[src/rtl/config_chain_loader_pkg.sv]
// Shared types and sizing helpers for the configuration chain loader.
// Holds the loader state enum and the counter-width function.
package config_chain_loader_pkg;

   typedef enum logic [1:0] {
      ST_IDLE  = 2'd0,
      ST_FETCH = 2'd1,
      ST_SHIFT = 2'd2,
      ST_DONE  = 2'd3
   } state_e;

   // Bits needed to hold the values 0..max_val, i.e. clog2(max_val+1).
   function automatic int cnt_w(input int max_val);
      if (max_val < 1) begin
         return 1;
      end else begin
         return $clog2(max_val + 1);
      end
   endfunction

endpackage

[src/rtl/config_chain_loader_piso.sv]
// Parallel-in serial-out word register for the chain loader.
// Emits the loaded word LSB first and counts the bits still pending.
module cfg_piso
   import config_chain_loader_pkg::*;
#(
   parameter int WORD_W = 8
) (
   input  logic              C,
   input  logic              RN,
   input  logic              load,
   input  logic              shift,
   input  logic [WORD_W-1:0] din,
   output logic              head,
   output logic              last
);

   localparam int WCW = cnt_w(WORD_W);

   logic [WORD_W-1:0] sr_q, sr_d;
   logic [WCW-1:0]    wcnt_q, wcnt_d;

   // Load or shift the word register and its pending-bit count.
   always_comb begin
      sr_d   = sr_q;
      wcnt_d = wcnt_q;
      if (load) begin
         sr_d   = din;
         wcnt_d = WCW'(WORD_W);
      end else if (shift) begin
         sr_d   = sr_q >> 1'b1;
         wcnt_d = wcnt_q - WCW'(1);
      end else begin
         sr_d   = sr_q;
         wcnt_d = wcnt_q;
      end
   end

   // Word register and pending-bit count flops.
   always_ff @(posedge C or negedge RN) begin
      if (!RN) begin
         sr_q   <= {WORD_W{1'b0}};
         wcnt_q <= {WCW{1'b0}};
      end else begin
         sr_q   <= sr_d;
         wcnt_q <= wcnt_d;
      end
   end

   assign head = sr_q[0];
   assign last = (wcnt_q == WCW'(1));

endmodule

[src/rtl/config_chain_loader.sv]
// Streams words into a serial configuration chain, LSB first.
// Stops after exactly CHAIN_LEN shifted bits, discarding any surplus word bits.
module config_chain_loader
   import config_chain_loader_pkg::*;
#(
   parameter int WORD_W    = 8,
   parameter int CHAIN_LEN = 64
) (
   input  logic                           C,
   input  logic                           RN,
   input  logic                           start,
   input  logic [WORD_W-1:0]              din,
   input  logic                           din_valid,
   output logic                           din_ready,
   output logic                           cfg_head,
   output logic                           cfg_en,
   output logic                           busy,
   output logic                           done,
   output logic [cnt_w(CHAIN_LEN)-1:0]    bit_cnt
);

   localparam int             BCW      = cnt_w(CHAIN_LEN);
   localparam logic [BCW-1:0] LAST_CNT = BCW'(CHAIN_LEN - 1);

   state_e         state_q, state_d;
   logic [BCW-1:0] bit_cnt_q, bit_cnt_d;
   logic           load_s, shift_s, piso_head_s, piso_last_s;

   cfg_piso #(.WORD_W(WORD_W)) u_piso (
      .C     (C),
      .RN    (RN),
      .load  (load_s),
      .shift (shift_s),
      .din   (din),
      .head  (piso_head_s),
      .last  (piso_last_s)
   );

   // State and shifted-bit counter flops.
   always_ff @(posedge C or negedge RN) begin
      if (!RN) begin
         state_q   <= ST_IDLE;
         bit_cnt_q <= {BCW{1'b0}};
      end else begin
         state_q   <= state_d;
         bit_cnt_q <= bit_cnt_d;
      end
   end

   // Next state; the chain-length limit wins over the word boundary.
   always_comb begin
      state_d   = state_q;
      bit_cnt_d = bit_cnt_q;
      case (state_q)
         ST_IDLE, ST_DONE: begin
            if (start) begin
               state_d   = ST_FETCH;
               bit_cnt_d = {BCW{1'b0}};
            end else begin
               state_d   = state_q;
            end
         end
         ST_FETCH: begin
            if (din_valid) begin
               state_d = ST_SHIFT;
            end else begin
               state_d = ST_FETCH;
            end
         end
         ST_SHIFT: begin
            bit_cnt_d = bit_cnt_q + BCW'(1);
            if (bit_cnt_q == LAST_CNT) begin
               state_d = ST_DONE;
            end else if (piso_last_s) begin
               state_d = ST_FETCH;
            end else begin
               state_d = ST_SHIFT;
            end
         end
         default: begin
            state_d   = ST_IDLE;
            bit_cnt_d = {BCW{1'b0}};
         end
      endcase
   end

   // Outputs decoded from registered state only; load_s feeds the word register.
   always_comb begin
      din_ready = 1'b0;
      cfg_en    = 1'b0;
      cfg_head  = 1'b0;
      busy      = 1'b0;
      done      = 1'b0;
      load_s    = 1'b0;
      shift_s   = 1'b0;
      case (state_q)
         ST_FETCH: begin
            din_ready = 1'b1;
            busy      = 1'b1;
            load_s    = din_valid;
         end
         ST_SHIFT: begin
            cfg_en    = 1'b1;
            cfg_head  = piso_head_s;
            busy      = 1'b1;
            shift_s   = 1'b1;
         end
         ST_DONE: begin
            done      = 1'b1;
         end
         default: begin
            din_ready = 1'b0;
         end
      endcase
   end

   assign bit_cnt = bit_cnt_q;

endmodule

[config.mk]
export PLATFORM = sky130hd
export DESIGN_NAME = config_chain_loader
export DESIGN_NICKNAME = d
export VERILOG_FILES = /design/src/rtl/config_chain_loader_pkg.sv /design/src/rtl/config_chain_loader_piso.sv /design/src/rtl/config_chain_loader.sv
export SDC_FILE = /design/constraint.sdc
export NUM_CORES = 1
export LEC_CHECK = 0
export BUFFER_PORTS_ARGS = -buffer_cell sky130_fd_sc_hd__buf_2
export CAP_MARGIN = 30
export CORE_ASPECT_RATIO = 1.25
export CORE_UTILIZATION = 50
export DETAILED_ROUTE_END_ITERATION = 12
export GPL_ROUTABILITY_DRIVEN = 1
export PLACE_DENSITY = 0.72
export SLEW_MARGIN = 15
export SYNTH_ARGS = -nofsm -noshare
export SYNTH_HDL_FRONTEND = slang
export SYNTH_SLANG_ARGS = --single-unit
[constraint.sdc]
create_clock -name C -period 2.3 [get_ports C]
set_input_delay 0.115 -clock C [delete_from_list [all_inputs] [get_ports C]]
set_output_delay 0.115 -clock C [all_outputs]
set_load 0.02 [all_outputs]
==> run_results.csv <==
group,metric,value,unit
timing,skew,4.59,ps
timing,setup_slack,280,ps
placement,dp_cells,165,
setup_path,critical_path_class,"register to primary output",
timing,max_clock_freq,0.495,GHz
setup_path,crit_start,"state_q[0]",
floorplanning,dieArea,2540,µm²
worst_hold_path,worstHoldPathType,"input port to register",
power,power_density,988,nW/µm²
layout,nets,165,
drt,drtIter0Drc,11,
layout,n_antenna_cell,0,
global_routing,grt_usage,19.5,%
synthesis,yosys_warnings,0,
clock_tree,hold_buffers,7,
synthesis,synth_top_area_share,44.9,%
placement,place_area,1280,µm²
power,p_total,1.38,mW
synthesis,yosys-top-cells-count,"dfrtp_1 (21), nand2_1 (14), o21ai_0 (13)",
setup_path,critPathMaxFanout,16,
setup_path,endpoint_kind,"primary output",
layout,final_cells,177,
worst_hold_path,hold_depth,3,
synthesis,synthArstFlopShare,100,%
drt,vias_per_cell,5.20,
worst_hold_path,hp-start,"din[0]",
setup_path,worstPathArrival,1910,ps
placement,dp_hpwl,1.50,mm
global_routing,antenna_found_initial,0,
synthesis,synth_edf_count,0,
floorplanning,coreArea,2210,µm²
floorplanning,die_w,45.3,µm
placement,portBuffers,23,
clock_tree,clock-sinks,21,
timing,setup-violations-final,0,
layout,drive_gt1_share,21.9,%
synthesis,ys_top_cells_by_area,"dfrtp_1 (45%), mux2i_1 (7.7%), ha_1 (6.4%)",
placement,place_congestion,0.861,
setup_path,cp-start-kind,"register",
drt,wirelength,2.17,mm
drt,drt_pass1_iterations,4,
layout,area_delta_synth_final,19.0,%
drt,detail-route-antenna-nets,0,
setup_path,required,2180,ps
synthesis,syn-num-nets,134,
timing,grt_setup_unrepaired,"no",
drt,route.detailed.drc,0,
global_routing,grt_pass1_vias,910,
timing,setup_tns,0,ps
synthesis,synth_area_per_cell,10.1,µm²
setup_path,crit_slowest_cell,"ha_1",
synthesis,yosysMostFrequentCell,"dfrtp_1",
global_routing,grt-ovfl-total,0,
timing,hold_viol_final,0,
clock_tree,cts.reportedPaths.clkPinSlew,120,ps
synthesis,syn-cell-area,1170,µm²
clock_tree,cts_root_buffer,"clkbuf_4",
drt,wl_per_cell,12.2,µm
synthesis,seq_area_frac_synth,44.9,%
synthesis,syn_inst,116,
synthesis,synth_seq_cells,21,
floorplanning,ios,24,
clock_tree,post-cts-setup-buffer-count,0,
clock_tree,clk_latency,300,ps
layout,final_design_area_no_fill,1390,µm²
global_routing,grt_pass1_wl,3.68,mm
timing,slew_violations,0,
floorplanning,dieHeight,56.1,µm
synthesis,synth_ff_type,"dfrtp_1",
clock_tree,cts_buffers,3,
power,total_leakage_power,0.664,nW
drt,vias,921,
timing,fin_hold_ws,28.9,ps
placement,post-place-ws,510,ps
clock_tree,h-tree-depth,1,
synthesis,synth_largest_area_cell,"dfrtp_1",
synthesis,ys_types,31,
floorplanning,row_count,19,
floorplanning,initial_utilization,52.9,%
clock_tree,cts_tree,"done",
status,outcome,"finished clean",
clock_tree,cts_resized,0,
setup_path,rr_worst_depth,5,
setup_path,max_stage_delay,490,ps
timing,fin_crit,2020,ps
power,irDropWorstVdd,0.635,mV
clock_tree,cts_max_path_buffers,2,
global_routing,grt_start_max_net_pins,22,
layout,fin_util,63.0,%
setup_path,cp_cell_sequence,"inv_1 > ha_1 > buf_4 > and2_1 > buf_2",
timing,period_share,87.8,%
setup_path,r2r-start,"state_q[0]",
timing,worst_pin_slew,619,ps
job,drv_cap,0,
timing,timing.slew.headroom,58.8,%
-- cells by family (layout without fill, tap and decap cells) --
kind of cell | Yosys count | count (layout) | share of synthesized area [%]
compound gates | 28 | 28 | 15.5
xor+xnor | 4 | 4 | 3.00
fa+ha+maj | 6 | 6 | 6.42
buf+inv | 12 | 42 | 5.88
flops | 21 | 21 | 44.9
mux | 10 | 10 | 8.66
simple gates | 35 | 35 | 15.6
-- critical path: cells and delay by family (launching register included) --
| family | cells | cell delay [ps] |
|---|---|---|
| buffers and inverters | 3 | 530 |
| flip-flops | 1 | 440 |
| adder cells (fa/ha/maj) | 1 | 490 |
| AND/OR/NAND/NOR | 1 | 140 |
-- path summary, 6_finish.rpt --
kind	endpoint	slack, ps
worst max-delay path	cfg_head	280
worst min-delay path	u_piso.sr_q[0]	30
worst min register to register	u_piso.sr_q[7]	560
max in group asynchronous	u_piso.wcnt_q[1]	1690
worst max register to register	u_piso.wcnt_q[1]	500
min in group asynchronous	bit_cnt[5]	280
-- where the power goes --
group	internal (mW)	total [mW]	leakage (nW)	switching (mW)
combinational	0.259	0.612	0.377	0.353
clock	0.0648	0.178	0.0177	0.113
sequential	0.492	0.586	0.269	0.0942
total	0.815	1.38	0.664	0.561
-- sequential cells by signal, indices dropped and copies added (netlist names) --
signal	count
u_piso.sr_q	8
state_q	2
u_piso.wcnt_q	4
bit_cnt	7
-- layout by cell type (no fill, tap or decap), types with 2 or more instances in the layout --
| cell | count |
|---|---|
| mux2i_1 | 9 |
| nand2b_1 | 3 |
| dfrtp_1 | 21 |
| clkbuf_4 | 3 |
| nor2_1 | 5 |
| a22o_1 | 4 |
| nand2_1 | 14 |
| inv_1 | 6 |
| dlygate4sd3_1 | 8 |
| nand3_1 | 3 |
| xnor2_1 | 3 |
| nor3_1 | 2 |
| o21ai_0 | 13 |
| or4_1 | 2 |
| buf_2 | 23 |
| ha_1 | 6 |
| a21o_1 | 2 |
| a21oi_1 | 3 |
| and2_1 | 2 |
-- routing by layer --
layer / track usage [%] / share of wire (%) / up-vias
li1: - / - / 466
met1: 23.0 / 45 / 437
met2: 33.1 / 52 / 16
met3: 1.95 / 2.1 / 2
met4: 10.4 / 0.74 / 0
met5: 0 / 0 / -
-- final cells by class --
| cell class | count | area (µm²) |
|---|---|---|
| Multi-Input combinational cell | 83 | 576 |
| Timing Repair Buffer | 32 | 203 |
| Clock inverter | 1 | 5.00 |
| Sequential cell | 21 | 526 |
| Tap cell | 31 | 38.8 |
| Fill cell | 199 | 818 |
| Inverter | 6 | 22.5 |
| Clock buffer | 3 | 22.5 |
No activity file was read; power rests on OpenSTA's default activity.
